## src/rtl/nn_pkg.sv

```systemverilog
// Shared fixed-point constants and helpers for the neuron datapath stages.
// Activations and weights are Q(int).(frac); products and sums use double width.
package nn_pkg;

  localparam int DATA_WIDTH       = 16;
  localparam int WEIGHT_INT_WIDTH = 4;
  localparam int FRAC_WIDTH       = DATA_WIDTH - WEIGHT_INT_WIDTH;
  localparam int SUM_WIDTH        = 2 * DATA_WIDTH;

  localparam logic signed [SUM_WIDTH-1:0] SAT_MAX = {1'b0, {(SUM_WIDTH-1){1'b1}}};
  localparam logic signed [SUM_WIDTH-1:0] SAT_MIN = {1'b1, {(SUM_WIDTH-1){1'b0}}};

  // Valid/first/last tags travelling alongside each pipeline entry.
  typedef struct packed {
    logic valid;
    logic first;
    logic last;
  } flags_t;

  // Overflow only when both operands share a sign that the raw sum loses.
  function automatic logic signed [SUM_WIDTH-1:0] sat_add_fn(
    input logic signed [SUM_WIDTH-1:0] a,
    input logic signed [SUM_WIDTH-1:0] b
  );
    logic signed [SUM_WIDTH-1:0] s;
    s = a + b;
    if ((a[SUM_WIDTH-1] == b[SUM_WIDTH-1]) && (s[SUM_WIDTH-1] != a[SUM_WIDTH-1]))
      return a[SUM_WIDTH-1] ? SAT_MIN : SAT_MAX;
    return s;
  endfunction

endpackage

```

## src/rtl/sat_add.sv

```systemverilog
// Combinational signed adder that clamps to the most positive/negative value
// instead of wrapping on overflow.
module sat_add #(
  parameter int W = 32
) (
  input  logic signed [W-1:0] a,
  input  logic signed [W-1:0] b,
  output logic signed [W-1:0] y
);

  localparam logic signed [W-1:0] MAX_VAL = {1'b0, {(W-1){1'b1}}};
  localparam logic signed [W-1:0] MIN_VAL = {1'b1, {(W-1){1'b0}}};

  logic signed [W-1:0] raw_sum;
  logic                overflow;

  assign raw_sum  = a + b;
  assign overflow = (a[W-1] == b[W-1]) && (raw_sum[W-1] != a[W-1]);
  assign y        = overflow ? (a[W-1] ? MIN_VAL : MAX_VAL) : raw_sum;

endmodule

```

## src/rtl/neuron_mac.sv

```systemverilog
// Per-neuron multiply-accumulate: drives the weight memory read port, multiplies
// each activation by its weight, accumulates with saturation and adds the bias.
module neuron_mac
  import nn_pkg::*;
#(
  parameter int numWeight      = 3,
  parameter int dataWidth      = DATA_WIDTH,
  parameter int weightIntWidth = WEIGHT_INT_WIDTH
) (
  input  logic                          clk,
  input  logic                          rst,
  input  logic signed [dataWidth-1:0]   in_data,
  input  logic                          in_valid,
  output logic                          ren,
  output logic [9:0]                    radd,
  input  logic signed [dataWidth-1:0]   wout,
  input  logic signed [2*dataWidth-1:0] bias,
  output logic signed [2*dataWidth-1:0] out_data,
  output logic                          out_valid,
  output logic                          busy
);

  localparam int         SW       = 2 * dataWidth;
  localparam logic [9:0] IDX_LAST = 10'(numWeight - 1);

  generate
    if (numWeight < 1 || numWeight > 1024 || weightIntWidth < 1 || weightIntWidth >= dataWidth) begin : g_bad_params
      $error("neuron_mac: parameter out of range");
    end
  endgenerate

  logic [9:0]            idx_reg, idx_next;
  logic                  in_first, in_last;
  flags_t                s1_flags_reg, s2_flags_reg;
  logic signed [dataWidth-1:0] s1_data_reg;
  logic signed [SW-1:0]  s2_prod_reg, prod_full;
  logic                  s3_valid_reg, s3_last_reg;
  logic signed [SW-1:0]  acc_reg, acc_sum, bias_sum;
  logic signed [SW-1:0]  out_data_reg;
  logic                  out_valid_reg, busy_reg, busy_next;

  assign in_first = (idx_reg == 10'd0);
  assign in_last  = (idx_reg == IDX_LAST);

  // Weight for the activation now in S1 arrives on wout this cycle.
  assign prod_full = SW'(s1_data_reg) * SW'(wout);

  sat_add #(.W(SW)) u_acc_add (
    .a (acc_reg),
    .b (s2_prod_reg),
    .y (acc_sum)
  );

  sat_add #(.W(SW)) u_bias_add (
    .a (acc_reg),
    .b (bias),
    .y (bias_sum)
  );

  always_comb begin
    idx_next  = idx_reg;
    busy_next = 1'b0;
    if (in_valid)
      idx_next = in_last ? 10'd0 : idx_reg + 10'd1;
    // Anything still upstream of the finishing S3 entry belongs to a newer vector.
    busy_next = in_valid || (idx_reg != 10'd0) || s1_flags_reg.valid || s2_flags_reg.valid;
  end

  always_ff @(posedge clk) begin
    if (rst) begin
      idx_reg       <= '0;
      s1_flags_reg  <= '0;
      s1_data_reg   <= '0;
      s2_flags_reg  <= '0;
      s2_prod_reg   <= '0;
      s3_valid_reg  <= 1'b0;
      s3_last_reg   <= 1'b0;
      acc_reg       <= '0;
      out_data_reg  <= '0;
      out_valid_reg <= 1'b0;
      busy_reg      <= 1'b0;
    end else begin
      idx_reg      <= idx_next;
      s1_flags_reg <= '{valid: in_valid, first: in_first, last: in_last};
      s1_data_reg  <= in_data;
      s2_flags_reg <= s1_flags_reg;
      s2_prod_reg  <= prod_full;
      s3_valid_reg <= s2_flags_reg.valid;
      s3_last_reg  <= s2_flags_reg.valid && s2_flags_reg.last;
      if (s2_flags_reg.valid)
        acc_reg <= s2_flags_reg.first ? s2_prod_reg : acc_sum;
      out_valid_reg <= s3_valid_reg && s3_last_reg;
      if (s3_valid_reg && s3_last_reg)
        out_data_reg <= bias_sum;
      busy_reg <= busy_next;
    end
  end

  assign ren       = in_valid;
  assign radd      = idx_reg;
  assign out_data  = out_data_reg;
  assign out_valid = out_valid_reg;
  assign busy      = busy_reg;

endmodule

```

## config.mk

```make
export PLATFORM = sky130hd
export DESIGN_NAME = neuron_mac
export DESIGN_NICKNAME = d
export VERILOG_FILES = /design/src/rtl/nn_pkg.sv /design/src/rtl/sat_add.sv /design/src/rtl/neuron_mac.sv
export SDC_FILE = /design/constraint.sdc
export NUM_CORES = 1
export LEC_CHECK = 0
export ABC_AREA = 1
export CORE_ASPECT_RATIO = 1.4
export CORE_MARGIN = 2
export CORE_UTILIZATION = 46
export CTS_CLUSTER_DIAMETER = 100
export CTS_CLUSTER_SIZE = 12
export DETAILED_ROUTE_END_ITERATION = 8
export DONT_BUFFER_PORTS = 1
export PLACE_DENSITY = 0.62
export REMOVE_ABC_BUFFERS = 1
export SLEW_MARGIN = 20
export SYNTH_ARGS = -nofsm -noshare
export SYNTH_HDL_FRONTEND = slang
export SYNTH_SLANG_ARGS = --single-unit
```

## constraint.sdc

```tcl
create_clock -name clk -period 15.2 [get_ports clk]
set_input_delay 1.52 -clock clk [delete_from_list [all_inputs] [get_ports clk]]
set_output_delay 1.52 -clock clk [all_outputs]
set_load 0.05 [all_outputs]
```

## Yosys cells after proc, flatten, opt, wreduce, memory -nomap -nowiden

Index checks and enable logic that the tools add are counted.

| word-level totals | value |
|---|---|
| bits of input ports | 67 |
| logic and storage cells | 38 |
| output and inout bits | 45 |
| flip-flop bits (word level) | 132 |

| operators by class | value |
|---|---|
| $mul | 1 |
| reductions and logical operators | 9 |
| multiplexer cells | 5 |
| add/subtract/negate cells | 3 |
| eq/ne operators | 5 |

Operators by type and width:

| operator | number |
|---|---|
| 32-bit 2-to-1 mux | 4 |
| 32-bit adder | 2 |
| 16-bit by 16-bit multiplier with 32-bit output | 1 |
| 10-bit by 1-bit adder with 10-bit output (second input constant) | 1 |
| 10-bit by 2-bit == test with 1-bit output (second input constant) | 1 |
| 10-bit zero test | 1 |
| 10-bit 2-to-1 mux | 1 |
| 10-bit nonzero test | 1 |
| 1-bit logical AND | 4 |
| 1-bit logical OR | 3 |
| 1-bit == test | 2 |
| 1-bit != test | 2 |

## Longest topological paths before layout

Gate-level depths: netlist of the first run.

| depth | value |
|---|---|
| depth in word-level cells | 5 |
| mapped depth | 29 |
| gate-level depth less buffers | 27 |

## Modules after synthesis

From an unflattened synthesis of the first run, not the netlist that was laid out.

| second synthesis, totals | value |
|---|---|
| cells, all modules | 3171 |
| area, all modules | 20782.4 sq um |

Modules (own cells, without submodules):

| module | instances | sequential area each (sq um) | cells each | area each (sq um) |
|---|---|---|---|---|
| neuron_mac | 1 | 2642.5 | 2035 | 15364.7 |
| sat_add | 2 | 0.0 | 568 | 2708.8 |

## Worst setup path after synthesis of the first run

Ideal clock, no wire load.

| path | value |
|---|---|
| path type | input to register |
| start | input port wout[5] |
| end | register s2_prod_reg[27] |
| stages | 20 |
| path slack | 8326 ps |
| buffers on the path | 2 |
| arrival | 6759 ps |
| required time | 15085 ps |
| library setup time | 115 ps |
| cell sequence | clkbuf_1 > clkbuf_1 > nand2_1 > fa_1 > inv_1 > fa_1 > fa_1 > fa_1 > fa_1 > inv_1 > fa_1 > inv_1 > ha_1 > nand2_1 > nor4_1 > nand4_1 > nand3_1 > a21o_1 > a21oi_1 > o21a_1 |

| between the ends | value |
|---|---|
| cells in the longest elaborated chain, start to end | 1 |

Ends and longest elaborated chain:

| what | line | text |
|---|---|---|
| start: declaration | neuron_mac.sv:16 | `input logic signed [dataWidth-1:0] wout,` |
| 16-bit by 16-bit multiplier with 32-bit output | neuron_mac.sv:46 | `assign prod_full = SW'(s1_data_reg) * SW'(wout);` |
| end signal: assignment | neuron_mac.sv:87 | `s2_prod_reg <= prod_full;` |
| end: declaration | neuron_mac.sv:36 | `logic signed [SW-1:0] s2_prod_reg, prod_full;` |

Every way passes these cells.
A chain may end at the register's enable or synchronous reset.

## Worst setup path in the final report of the first run

| path | value |
|---|---|
| start | input port wout[1] |
| end | register s2_prod_reg[28] |

Same word-level chain as after synthesis.

==> results of run 1 <==
-- synthesized netlist by cell type (all sizes together) --
cell	instances	share of area, %
o2111a	1	0.060
a21oi	196	5.7
o31ai	1	0.040
xor2	36	1.7
nor2	229	4.6
o41ai	1	0.046
o221ai	1	0.046
buf	18	0.66
nand3b	10	0.40
and3	3	0.10
dfxtp	132	14
inv	551	11
a21o	16	0.64
nor2b	1	0.033
a31oi	7	0.23
o21bai	12	0.48
clkinv	1	0.020
o211ai	3	0.12
or2	4	0.13
xnor2	17	0.79
o21ai	100	2.7
nand4	14	0.46
fa	264	28
nand2b	1	0.033
nor4	8	0.27
a21boi	4	0.16
a211oi	1	0.040
nand3	66	1.8
nand2	669	13
nor3	17	0.48
clkbuf	79	1.6
a41oi	1	0.046
ha	147	9.8
o21a	13	0.52
-- cells in the final DEF (no fill, tap or decap), types with 3 or more instances in the layout --
cell,synthesis,routed
a21boi_0,3,3
a21o_1,16,16
a21oi_1,173,172
a21oi_2,23,23
a31oi_1,7,7
and3_1,3,3
buf_4,7,3
clkbuf_16,0,17
clkbuf_8,0,3
clkinvlp_4,0,4
dfxtp_1,132,132
fa_1,264,264
ha_1,147,147
inv_1,547,546
inv_2,4,5
nand2_1,663,663
nand2_2,5,5
nand3_1,63,63
nand3_2,3,3
nand3b_1,10,10
nand4_1,14,14
nor2_1,226,226
nor3_1,16,16
nor4_1,8,8
o211ai_1,3,3
o21a_1,13,13
o21ai_0,98,98
o21bai_1,12,12
or2_2,4,4
xnor2_1,17,17
xor2_1,36,36
-- where the power goes --
part | total (mW) | switching [mW] | internal (mW)
clock network | 0.425 | 0.171 | 0.254
logic | 2.14 | 1.36 | 0.781
registers | 0.446 | 0.0477 | 0.398
total | 3.01 | 1.58 | 1.43
-- worst min-delay path, stage by stage (launching register included) --
cell and delay, ps:
dfxtp_1 290, inv_1 40, nor2_1 30
-- cell type report --
cell class	count	share of cell area, %
Inverter	552	10.5
Sequential cell	132	13.4
Timing Repair Buffer	4	0.171
Multi-Input combinational cell	1843	69.6
Clock buffer	21	2.38
Tap cell	534	3.38
Clock inverter	11	0.640
-- worst paths after layout --
| path | from | endpoint | slack (ps) | cells after the start |
|---|---|---|---|---|
| setup / recovery | wout[1] | s2_prod_reg[28] | 8370 | 19 |
| hold / removal | s1_flags_reg[0] | s2_flags_reg[0] | 410 | 2 |
| setup reg to reg | s1_data_reg[15] | s2_prod_reg[28] | 8620 | 19 |
| hold reg to reg | s1_flags_reg[0] | s2_flags_reg[0] | 410 | 2 |
-- cells by family after synthesis --
group / count (synthesis) / synth area share [%]
AND/OR/NAND/NOR: 1022 / 21.8
XOR/XNOR: 53 / 2.46
buffers and inverters: 649 / 13.2
adder cells (fa/ha/maj): 411 / 37.8
flip-flops: 132 / 14.0
AO/OA/AOI/OAI: 357 / 10.8
-- metal layers --
metal / track usage [%] / share of wire (%)
met1: 28.2 / 40
met2: 45.4 / 51
met3: 3.43 / 3.9
met4: 12.8 / 5.0
met5: 0 / 0
-- metrics by stage --
stage	util (%)	total power [mW]
after floorplan	-	2.07
after global placement	47.4	2.56
after detailed placement	47.4	2.58
after CTS	48.9	3.03
after global routing	48.9	3.36
final	48.9	3.01
==> impl_metrics.ini, run 1 <==
[status]
run_status = complete, no violations

[power]
ir_drop_mv = 0.112
powerDensity_nw_per_um2 = 153
leakagePower_nw = 11.0

[yosys]
yosys_warnings = 0
syn_area_um2 = 18900
ys_seq_elements = 132
synthCells = 2624
synth.avg_cell_area_um2 = 7.19
seq_area_frac_synth_pct = 14.0
synth_cell_types = 49

[sta]
fin_crit_ps = 6830
final-hold-violation-count = 0
rsz0062_at_grt = no
fin_crit_sh_pct = 44.9
fmax_mhz = 146
whs_ps = 409
fin_setup_tns_ps = 0
finClkSkew_ps = 10.2
tightest_slew_ps = 978
slew_headroom_pct = 34.6
finalWorstSetupSlack_ps = 8370
setup_viol = 0
drv_slew = 0

[setup_path]
critPathKind = in -> reg
critPathMaxStageDelay_ps = 880
arrival_ps = 7170
cp-start-kind = primary input
cp_common_cell = fa_1
path_cells = nand2_1 -> inv_1 -> fa_1 -> fa_1 -> fa_1 -> fa_1 -> fa_1 -> inv_1 -> fa_1 -> inv_1 -> ha_1 -> a21oi_1 -> o21ai_0 -> a211oi_1 -> o21ai_0 -> a41oi_1 -> nand2_1 -> nand2_1 -> nor2_1
path_max_fanout = 16
critPathRequiredTime_ps = 15540
cp_top_family = adder cells
critPathBufInv = 3
end_kind = flip-flop
worst_path_max_delay_cell = fa_1

[finish]
drive_gt1_share_pct = 3.20
diodes = 0
final_nets = 3028
nFillCells = 4110
syn_to_final_growth_pct = 4.72
finalNonFillerCells = 3097
multi_input_area_um2 = 13700
seq_area_um2 = 2640
design_area_um2 = 19700

[floorplanning]
core_area_um2 = 40400
die_h_um = 244
die_area_um2 = 42700
start_util_pct = 46.7
fp.dieW_um = 175
num_io_pins = 112
rows = 87

[clock_tree]
cts_tree = done
cts_sinks = 132
cts_made_buffers = 17
htree_num_levels = 4
hold_buffers = 0
postCtsSetupBuffers = 0
clock-root-buffer = clkbuf_16
clkTransAtPathRegs_ps = 60
clk_latency_ps = 460
clockBufferDepth = 2
cts_resized = 0

[detailed_routing]
vias_per_cell = 5.13
vias = 15900
wire_per_inst_um = 16.5
routed_wl_um = 51200
drc_errors = 0
dr.pass1.iters = 5
ant_nets = 0
drt_iter0_markers = 727

[job]
drv_cap = 0

[place]
io_buffers = 0
preCtsSetupSlack_ps = 7890
dp.cells = 3065
hpwl_um = 42500
gp_congestion = 0.920
placed_cell_area_um2 = 19200

[global_route]
grt_max_degree = 76
grt_remaining_overflow = 0
grt_pass1_wl_um = 84300
antenna_found_initial = 0
grt_pass1_vias = 16800
track_usage_pct = 24.9

[hold_path]
min_path_type = reg -> reg
(Power assumes the default switching activity.)
==> inputs of run 2 (changes only) <==
Settings changed: PLACE_DENSITY 0.62 to 0.64.
Clock period 15.2 ns to 5.9 ns, I/O delays scaled along.
==> run 2 against run 1 <==
Net effect:
- via count grew 1.1%
- register-to-register slack lost 8400 ps
- final area grew 2.0%
- flip-flop and latch count is the same
- count of clock-buffer cells in the layout shrank 1
- highest routed layer unchanged
==> impl_metrics.ini, run 2 (synthesis results as in run 1) <==
[status]
run_status = complete, no violations

[setup_path]
critPathRequiredTime_ps = 6290
path_cells = nand2_1 -> fa_1 -> fa_1 -> inv_1 -> fa_1 -> fa_1 -> fa_1 -> inv_1 -> fa_1 -> inv_1 -> ha_1 -> a21oi_1 -> o21ai_0 -> a21oi_1 -> nand3_1 -> a21o_1 -> nand2_1 -> nand3_1 -> nand2_1 -> nand2_1 -> nor2_1
critPathMaxStageDelay_ps = 670
arrival_ps = 6080
worst_path_max_delay_cell = dfxtp_1
critPathKind = reg -> reg
end_kind = flip-flop
path_max_fanout = 12
cp-start-kind = flip-flop
cp_common_cell = fa_1

[sta]
fin_crit_sh_pct = 96.4
fmax_mhz = 176
setup_viol = 0
fin_crit_ps = 5690
final-hold-violation-count = 0
tightest_slew_ps = 1090
finalWorstSetupSlack_ps = 211
finClkSkew_ps = 19.3
slew_headroom_pct = 27.5
drv_slew = 0
rsz0062_at_grt = yes

[clock_tree]
htree_num_levels = 4
cts_sinks = 132
cts_made_buffers = 17
cts_tree = done
clock-root-buffer = clkbuf_16
clkTransAtPathRegs_ps = 60
postCtsSetupBuffers = 0
clockBufferDepth = 2
clk_latency_ps = 470

[global_route]
grt_max_degree = 76
antenna_found_initial = 0
grt_pass1_vias = 17200
track_usage_pct = 25.2
grt_pass1_wl_um = 85400
grt_remaining_overflow = 0

[finish]
finalNonFillerCells = 3134
final_nets = 3066
syn_to_final_growth_pct = 6.76
diodes = 0
drive_gt1_share_pct = 5.46
nFillCells = 4045
final_cell_mix = 661 x nand2_1, 546 x inv_1, 262 x fa_1
final_common_cell = nand2_1

[floorplanning]
core_area_um2 = 40400
start_util_pct = 46.7
rows = 87
die_h_um = 244
fp.dieW_um = 175
die_area_um2 = 42700
num_io_pins = 112

[power]
powerDensity_nw_per_um2 = 412
ir_drop_mv = 0.310
leakagePower_nw = 11.2

[detailed_routing]
drt_iter0_markers = 665
wire_per_inst_um = 16.5
drc_errors = 0
routed_wl_um = 51700
vias_per_cell = 5.12
dr.pass1.iters = 5
vias = 16000
ant_nets = 0

[place]
hpwl_um = 43000
dp.cells = 3103
io_buffers = 0
gp_congestion = 0.969
preCtsSetupSlack_ps = -154

[hold_path]
min_path_type = in -> reg

[job]
drv_cap = 0
## run 2: final cells by class
| type | count | area [um2] | share of cell area, % |
|---|---|---|---|
| inverters | 552 | 2070 | 10.3 |
| multi-input cells | 1843 | 13800 | 68.5 |
| clock inverters | 11 | 151 | 0.752 |
| well taps | 534 | 668 | 3.32 |
| clock buffers | 20 | 467 | 2.32 |
| flip-flops and latches | 132 | 2660 | 13.2 |
| repair buffers | 42 | 328 | 1.63 |
## run 2: worst paths after layout
kind | startpoint | to | slack [ps] | cells past startpoint
setup reg to reg | s1_data_reg[2] | s2_prod_reg[26] | 210 | 21
hold reg to reg | s1_flags_reg[1] | s2_flags_reg[1] | 400 | 2
setup / recovery | s1_data_reg[2] | s2_prod_reg[26] | 210 | 21
hold / removal | rst | out_valid | 200 | 1
## run 2: worst max-delay path: cells and delay by family, from the launching register on
family	cells	cell delay, ps
AND/OR/NAND/NOR	7	680
AO/OA/AOI/OAI	4	870
flip-flops	1	670
adder cells (fa/ha/maj)	7	3280
buffers and inverters	3	140
## run 2: repair_timing
action	CTS	global route
hold endpoints to repair	0	0
setup endpoints to repair	3	12
hold buffers	0	0
resized for setup	4	22
## run 2: per-stage QoR
step                instance area (um2)  utilization (%)  setup TNS [ps]  total power [mW]  hold WS, ps
floorplan                         18400                -               0              5.34          388
global placement                  19400             48.1            -176              6.84          389
detailed placement                19400             48.1            -324              6.94          402
CTS                               20100             49.7               0              8.13          177
global route                      20100             49.9           -32.9              9.24          187
finish                            20100             49.9               0              8.30          203
## run 2: power breakdown
part / internal, mW / switching, mW / leakage [nW]
combinational: 2.24 / 3.78 / 9.83
clock: 0.696 / 0.452 / 0.291
sequential: 1.03 / 0.106 / 1.08
total: 3.96 / 4.34 / 11.2
## run 2: metal layers
layer  track usage, %  vias to the layer above  part of all wire (%)
met4             13.8                        0                   5.4
met2             46.4                      390                    51
met1             27.6                     7633                    40
li1                 -                     7893                     -
met3             3.45                      128                   3.6
met5                0                        -                     0
